### src/rtl/output_argmax.sv
`default_nettype none
// ============================================================================
// Module   : output_argmax
// Purpose  : Picks the winning class from ten unsigned 16-bit output-layer
//            scores. It captures a frame, then scans it one entry per clock
//            while tracking the best and second-best scores. It reports the
//            winning index and score, and flags a low-confidence decision
//            when (best - second) is below MARGIN. Latency from in_valid to
//            out_valid is 10 edges. One frame is accepted every 11 cycles.
// Ports    : clk          - rising-edge clock
//            reset        - synchronous, active-high reset
//            in_valid     - one-cycle strobe, S0..S9 valid this cycle
//            S0..S9       - neuron scores (unsigned, post-ReLU)
//            class_idx    - index of the winning score (registered)
//            class_score  - winning score (registered)
//            low_conf     - winning margin below MARGIN (registered)
//            out_valid    - one-cycle pulse when the three results update
//            busy         - a frame is held (SCAN or DONE)
//            overrun      - sticky: in_valid arrived while busy
// Revision : 1.0 - initial release
// ============================================================================
module output_argmax #(
  parameter logic [15:0] MARGIN = 16'd64
) (
  input  logic        clk,
  input  logic        reset,
  input  logic        in_valid,
  input  logic [15:0] S0,
  input  logic [15:0] S1,
  input  logic [15:0] S2,
  input  logic [15:0] S3,
  input  logic [15:0] S4,
  input  logic [15:0] S5,
  input  logic [15:0] S6,
  input  logic [15:0] S7,
  input  logic [15:0] S8,
  input  logic [15:0] S9,
  output logic [3:0]  class_idx,
  output logic [15:0] class_score,
  output logic        low_conf,
  output logic        out_valid,
  output logic        busy,
  output logic        overrun
);

  typedef enum logic [1:0] {
    ST_IDLE = 2'd0,
    ST_SCAN = 2'd1,
    ST_DONE = 2'd2
  } state_t;

  localparam logic [3:0] c_last_idx = 4'd9;

  state_t      state_q, state_d;
  logic [15:0] cap_q [10];
  logic [15:0] cap_d [10];
  logic [15:0] best_q, best_d;
  logic [15:0] second_q, second_d;
  logic [3:0]  best_idx_q, best_idx_d;
  logic [3:0]  ptr_q, ptr_d;
  logic [3:0]  class_idx_q, class_idx_d;
  logic [15:0] class_score_q, class_score_d;
  logic        low_conf_q, low_conf_d;
  logic        out_valid_q, out_valid_d;
  logic        overrun_q, overrun_d;

  logic [15:0] s_in [10];
  logic [15:0] scan_val;
  logic [15:0] margin;

  always_comb begin
    s_in[0] = S0;
    s_in[1] = S1;
    s_in[2] = S2;
    s_in[3] = S3;
    s_in[4] = S4;
    s_in[5] = S5;
    s_in[6] = S6;
    s_in[7] = S7;
    s_in[8] = S8;
    s_in[9] = S9;
  end

  // Entry of the captured bank under inspection this cycle.
  always_comb begin
    scan_val = '0;
    for (int i = 0; i < 10; i++) begin
      if (ptr_q == 4'(i)) scan_val = cap_q[i];
    end
  end

  // best >= second always holds, so this subtraction cannot wrap.
  assign margin = best_q - second_q;

  always_comb begin
    state_d       = state_q;
    cap_d         = cap_q;
    best_d        = best_q;
    second_d      = second_q;
    best_idx_d    = best_idx_q;
    ptr_d         = ptr_q;
    class_idx_d   = class_idx_q;
    class_score_d = class_score_q;
    low_conf_d    = low_conf_q;
    out_valid_d   = 1'b0;
    overrun_d     = overrun_q;

    case (state_q)
      ST_IDLE: begin
        if (in_valid) begin
          cap_d      = s_in;
          best_d     = S0;
          best_idx_d = 4'd0;
          second_d   = 16'd0;
          ptr_d      = 4'd1;
          state_d    = ST_SCAN;
        end
      end
      ST_SCAN: begin
        // Strict '>' keeps the lowest index among equal maxima; an equal
        // value still lands in second, so a duplicated maximum gives margin 0.
        if (scan_val > best_q) begin
          second_d   = best_q;
          best_d     = scan_val;
          best_idx_d = ptr_q;
        end else if (scan_val > second_q) begin
          second_d = scan_val;
        end
        if (ptr_q == c_last_idx) begin
          ptr_d   = 4'd0;
          state_d = ST_DONE;
        end else begin
          ptr_d = ptr_q + 4'd1;
        end
      end
      ST_DONE: begin
        class_idx_d   = best_idx_q;
        class_score_d = best_q;
        low_conf_d    = (margin < MARGIN);
        out_valid_d   = 1'b1;
        state_d       = ST_IDLE;
      end
      default: begin
        state_d = ST_IDLE;
      end
    endcase

    // A strobe during SCAN or DONE is dropped; only the flag records it.
    if (in_valid && (state_q != ST_IDLE)) overrun_d = 1'b1;
  end

  always_ff @(posedge clk) begin
    if (reset) begin
      state_q       <= ST_IDLE;
      for (int i = 0; i < 10; i++) cap_q[i] <= '0;
      best_q        <= '0;
      second_q      <= '0;
      best_idx_q    <= '0;
      ptr_q         <= '0;
      class_idx_q   <= '0;
      class_score_q <= '0;
      low_conf_q    <= 1'b0;
      out_valid_q   <= 1'b0;
      overrun_q     <= 1'b0;
    end else begin
      state_q       <= state_d;
      cap_q         <= cap_d;
      best_q        <= best_d;
      second_q      <= second_d;
      best_idx_q    <= best_idx_d;
      ptr_q         <= ptr_d;
      class_idx_q   <= class_idx_d;
      class_score_q <= class_score_d;
      low_conf_q    <= low_conf_d;
      out_valid_q   <= out_valid_d;
      overrun_q     <= overrun_d;
    end
  end

  assign class_idx   = class_idx_q;
  assign class_score = class_score_q;
  assign low_conf    = low_conf_q;
  assign out_valid   = out_valid_q;
  assign overrun     = overrun_q;
  assign busy        = (state_q != ST_IDLE);

endmodule
`default_nettype wire

### config.mk
export PLATFORM = sky130hd
export DESIGN_NAME = output_argmax
export DESIGN_NICKNAME = d
export VERILOG_FILES = /design/src/rtl/output_argmax.sv
export SDC_FILE = /design/constraint.sdc
export NUM_CORES = 1
export LEC_CHECK = 0
export ABC_AREA = 0
export BUFFER_PORTS_ARGS = -buffer_cell sky130_fd_sc_hd__buf_2
export CORE_MARGIN = 2
export CORE_UTILIZATION = 56
export DETAILED_ROUTE_END_ITERATION = 10
export GPL_TIMING_DRIVEN = 0
export PLACE_DENSITY = 0.85
export SETUP_SLACK_MARGIN = 0.02
export SLEW_MARGIN = 25
export SYNTH_ARGS = -nofsm -noshare
export SYNTH_HDL_FRONTEND = slang
export SYNTH_SLANG_ARGS = --single-unit
### constraint.sdc
create_clock -name clk -period 4.12 [get_ports clk]
set_input_delay 1.236 -clock clk [delete_from_list [all_inputs] [get_ports clk]]
set_output_delay 1.236 -clock clk [all_outputs]
set_load 0.01 [all_outputs]
### Word level (Yosys, flattened, before mapping)

Cells that the tools add are included.

* bits in registers: 225
* output and inout bits: 24
* logic and storage cells: 77

* $add $sub $neg: 2
* magnitude comparators: 3
* eq/ne operators: 15
* mux-type cells: 27
* reductions and logical operators: 10

Operators by type and width (number)
* 16-bit 2-to-1 mux: 15
* 16-bit one-hot mux with 2 select lines: 2
* 16-bit greater-than comparator: 2
* 4-bit by 3-bit == test with 1-bit output, second input constant: 4
* 16-bit by 7-bit < comparator with 1-bit output, second input constant: 1
* 4-bit 2-to-1 mux: 4
* 4-bit one-hot mux with 2 select lines: 2
* 16-bit subtractor: 1
* 4-bit by 2-bit == test with 1-bit output, second input constant: 2
* 4-bit == test, second input constant: 2
* 2-bit != test, second input constant: 3
* 2-bit AND reduction: 3
* 3-bit AND reduction: 2
* 4-bit by 1-bit adder with 4-bit output, second input constant: 1
* 4-bit by 1-bit == test with 1-bit output, second input constant: 1
* 4-bit logical NOT: 1
* 2-bit 2-to-1 mux: 2
* 2-bit one-hot mux with 2 select lines: 1
* 2-bit nonzero test: 2
* 3-bit != test, second input constant: 1
* 2-bit by 1-bit == test with 1-bit output, second input constant: 1
* 2-bit == test, second input constant: 1
* 2-bit logical NOT: 1
* 1-bit logical AND: 1
* 1-bit 2-to-1 mux: 1

### Depth between registers and ports, before layout

* depth in word-level cells: 15
* mapped depth: 21
* gate-level depth less buffers: 15

### Worst setup path before layout

OpenSTA, ideal clock, no wires.

* kind: flip-flop to flip-flop
* start point: register ptr_q[2]
* end point: register second_q[10]
* setup time: 0.070 ns
* data arrival time: 3.693 ns
* slack: 0.357 ns
* cell stages (with the launch flop): 21
* buffers on the path: 7
* period minus slack after synthesis: 3.763 ns
* cell sequence: dfxtp_1 > buf_2 > buf_2 > clkbuf_1 > nand3b_1 > clkbuf_1 > o21ai_0 > and3_1 > inv_1 > ha_1 > and4_1 > nand4_1 > nor4_1 > inv_1 > a22o_1 > buf_2 > a21oi_2 > buf_4 > buf_2 > nand3_1 > a21oi_1

* longest elaborated chain between the ends: 14

RTL lines
* start: declaration: RTL line 60 `logic [3:0] ptr_q, ptr_d;`
* start signal: assignment: RTL line 171 `ptr_q <= ptr_d;`
* 4-bit logical NOT: RTL line 88 `if (ptr_q == 4'(i)) scan_val = cap_q[i];`
* 16-bit 2-to-1 mux (9 in series): RTL line 88
* 16-bit 2-to-1 mux (*): RTL line 88
* 16-bit greater-than comparator, or another cell as far along: RTL line 122 `if (scan_val > best_q) begin`
* 3-bit != test (no source line) / 16-bit 2-to-1 mux (equally long branches)
* 3-bit AND reduction (no source line) / 16-bit one-hot mux with 2 select lines (equally long branches)
* end signal: assignment: RTL line 169 `second_q <= second_d;`
* end: declaration: RTL line 58 `logic [15:0] second_q, second_d;`

Mark *: on every way between the ends. The rest lies on a longest branch, timed or not. The select of a mux whose other input is x is not followed.
A chain may end at the register's enable or synchronous reset.

### Worst setup path after layout

* start point: register ptr_q[3]
* end point: register best_q[6]

* longest elaborated chain between the ends: 14

RTL lines
* 4-bit logical NOT: RTL line 88
* 16-bit 2-to-1 mux (9 in series): RTL line 88
* 16-bit 2-to-1 mux (*): RTL line 88
* 16-bit greater-than comparator: RTL line 122
* 2-bit != test (no source line)
* 3-bit AND reduction (no source line)
* end signal: assignment: RTL line 168 `best_q <= best_d;`
* end: declaration: RTL line 57 `logic [15:0] best_q, best_d;`

Marked as above.

==> impl_metrics.yaml <==
outcome:
  outcome: "finished, final reports clean"
route:
  drtIter0Drc: 1296
  drt_wl_total_um: 37800
  ant_nets: 0
  dr.pass1.iters: 5
  vias: 11700
  drc: 0
  vias_per_cell: 6.13
  wl_per_cell_um: 19.9
global_routing:
  grt-ovfl-total: 0
  grt_max_degree: 15
  antenna_found_initial: 0
  grt_first_pass_wirelength_um: 56600
  grt_pass1_vias: 11100
  grtUsageTotal: 0.357
synthesis:
  ys_warn_count: 0
  synth_edf_count: 0
  synth_common_cells: "427 x nand2_1, 235 x a21oi_1, 225 x dfxtp_1"
  ys_top_cells_by_area: "dfxtp_1 42%, nand2_1 15%, a21oi_1 11%"
  synth_ff_type: "dfxtp_1"
  synth_fp_nets: 1632
  syn_area_per_cell_um2: 7.53
  synth_most_common_cell: "nand2_1"
  synth_top_area_cell: "dfxtp_1"
  synthArstFlopShare: 0
  synth_seq_cells: 225
  ys_types: 63
  syn-instance-count: 1423
  ys_seq_area_frac: 0.420
  synth_top_area_frac: 0.420
  synth.cell_area_um2: 10700
setup_path:
  worst-path-max-fanout: 10
  cp-start-kind: "register"
  required_ns: 4.56
  crit_path_end_kind: "register"
  arrival_ns: 4.49
  worstSetupPathType: "register to register"
die:
  die_y_um: 142
  die-area_um2: 20300
  coreArea_um2: 18800
  std_cell_rows: 50
  top_level_ports: 187
  die_w_um: 142
  start_util: 0.571
sta:
  slew_viol_final: 0
  fmax_ghz: 0.247
  period_minus_slack_ns: 4.05
  hold_viol_final: 0
  fin_skew_ns: 0.0219
  fin_crit_sh: 0.982
  worst-slew-pin-transition_ns: 0.901
  slew_headroom: 0.399
  setup_viol: 0
  fin_ws_ns: 0.0723
clock_tree:
  htree_levels: 1
  clk_latency_ns: 0.53
  cts_tree: "yes"
  cts_buffer_depth: 3
  cts.sinks: 225
  cts-root-buf: "clkbuf_16"
  clk_pin_slew_worst_paths_ns: 0.06
  cts_buffers: 24
cells_and_area:
  nFillCells: 1460
  multi_input_area_um2: 5900
  drive_gt1_frac: 0.203
  post-route-util: 0.715
  syn_to_final_growth_pct: 25.2
  antenna_cells: 0
  seq_area_um2: 4510
  nets: 1860
min_path:
  hp-class: "register to register"
placement:
  io_buffers: 185
  gp_congestion: 0.994
  dp_slack_ns: -0.916
  place_hpwl_um: 27600
power:
  peakVddDrop_uv: 319
  power_leakage_uw: 0.00542
  powerDensity_nw_per_um2: 463
run:
  drv_cap: 0
==> final cells by class <==
cell class	instances	share of cell area
Buffer	101	0.0392
Clock buffer	30	0.0487
Clock inverter	14	0.0213
Inverter	44	0.0124
Multi-Input combinational cell	1049	0.440
Sequential cell	225	0.336
Tap cell	234	0.0218
Timing Repair Buffer	206	0.0810
==> layout by cell type (no fill, tap or decap), types with 5 or more instances in the layout <==
master / Yosys / routed
a2bb2oi_1: 6 / 6
bufinv_16: 0 / 8
clkbuf_16: 0 / 24
nor2_1: 67 / 63
inv_1: 43 / 43
mux2i_1: 10 / 6
nand2_1: 427 / 426
nand2b_1: 9 / 9
nor3_1: 8 / 6
a21oi_1: 235 / 233
nand4_1: 5 / 5
ha_1: 46 / 46
a22oi_1: 31 / 26
a221o_1: 9 / 9
a221oi_1: 10 / 7
a22oi_2: 1 / 6
dfxtp_1: 225 / 223
clkbuf_2: 0 / 5
buf_4: 1 / 25
mux2_2: 8 / 8
o221ai_1: 7 / 7
o22ai_1: 7 / 7
and2_1: 5 / 5
o21ai_1: 2 / 6
a31oi_1: 7 / 7
buf_2: 14 / 186
o211ai_1: 9 / 9
nand3_1: 28 / 27
clkinv_2: 0 / 5
o21ai_0: 26 / 17
or3_1: 8 / 8
clkbuf_1: 88 / 73
clkbuf_4: 0 / 6
a21o_1: 6 / 6
buf_6: 0 / 11
==> where the power goes <==
group	switching [uW]	internal [uW]	leakage, uW
logic	757	491	0.00311
registers	114	2300	0.00184
clock network	918	1630	0.000461
==> critical path: stages, from the launching register on <==
cell and delay, ns:
dfxtp_1 0.34, buf_4 0.22, and4b_2 0.32, clkbuf_4 0.23
a221oi_1 0.49, nand3_2 0.26, ha_1 0.37, nor3_1 0.05
nor2_1 0.13, o41ai_2 0.10, o21ai_1 0.19, a22o_1 0.15
buf_2 0.24, a21oi_4 0.10, buf_4 0.22, or3_1 0.39
a21oi_1 0.16
==> registers in the layout, summed over array words and instances (netlist names) <==
| signal | count |
|---|---|
| cap_q | 160 |
| best_q | 16 |
| class_score | 16 |
| second_q | 16 |
| best_idx_q | 4 |
| class_idx | 4 |
| ptr_q | 4 |
| state_q | 2 |
| low_conf | 1 |
| out_valid | 1 |
| overrun | 1 |
==> metrics by stage <==
step                std cells  TNS (ns)  area, um2  hold slack, ns  total power (uW)
finish                   1903         0      13400           0.453              6210
global route             1903    -0.727      13400           0.474              6390
CTS                      1894         0      13100           0.453              6060
detailed placement       1842    -28.65      11900           0.443              3520
global placement         1842    -27.47      11900           0.438              3480
floorplan                1423         0      10700           0.431              3130
==> layer usage <==
layer	routed length, um	GRT usage
met1	14300	0.451
met3	4150	0.0639
met5	0	0
met2	17300	0.590
met4	2070	0.176
==> cell families after synthesis <==
group | count (synthesis) | synth area share
AO/OA/AOI/OAI | 394 | 0.222
XOR/XNOR | 2 | 0.00163
adder cells (fa/ha/maj) | 46 | 0.0537
buffers and inverters | 149 | 0.0542
flip-flops | 225 | 0.420
multiplexers | 19 | 0.0198
AND/OR/NAND/NOR | 588 | 0.228
==> final timing paths <==
| check | start | to | slack (ns) | depth (start not counted) |
|---|---|---|---|---|
| hold / removal | class_idx[2] | class_idx[2] | 0.45 | 2 |
| hold reg to reg | class_idx[2] | class_idx[2] | 0.45 | 2 |
| setup reg to reg | ptr_q[3] | best_q[6] | 0.07 | 16 |
| setup / recovery | ptr_q[3] | best_q[6] | 0.07 | 16 |
==> timing repair <==
action,CTS,global route
hold buffers,0,0
gates cloned,0,1
setup endpoints to repair,36,36
gates resized for setup,64,70
buffers inserted,8,12
pin swaps,7,7
hold endpoints to repair,0,0
Note: power is estimated with default switching activity, not from simulation.
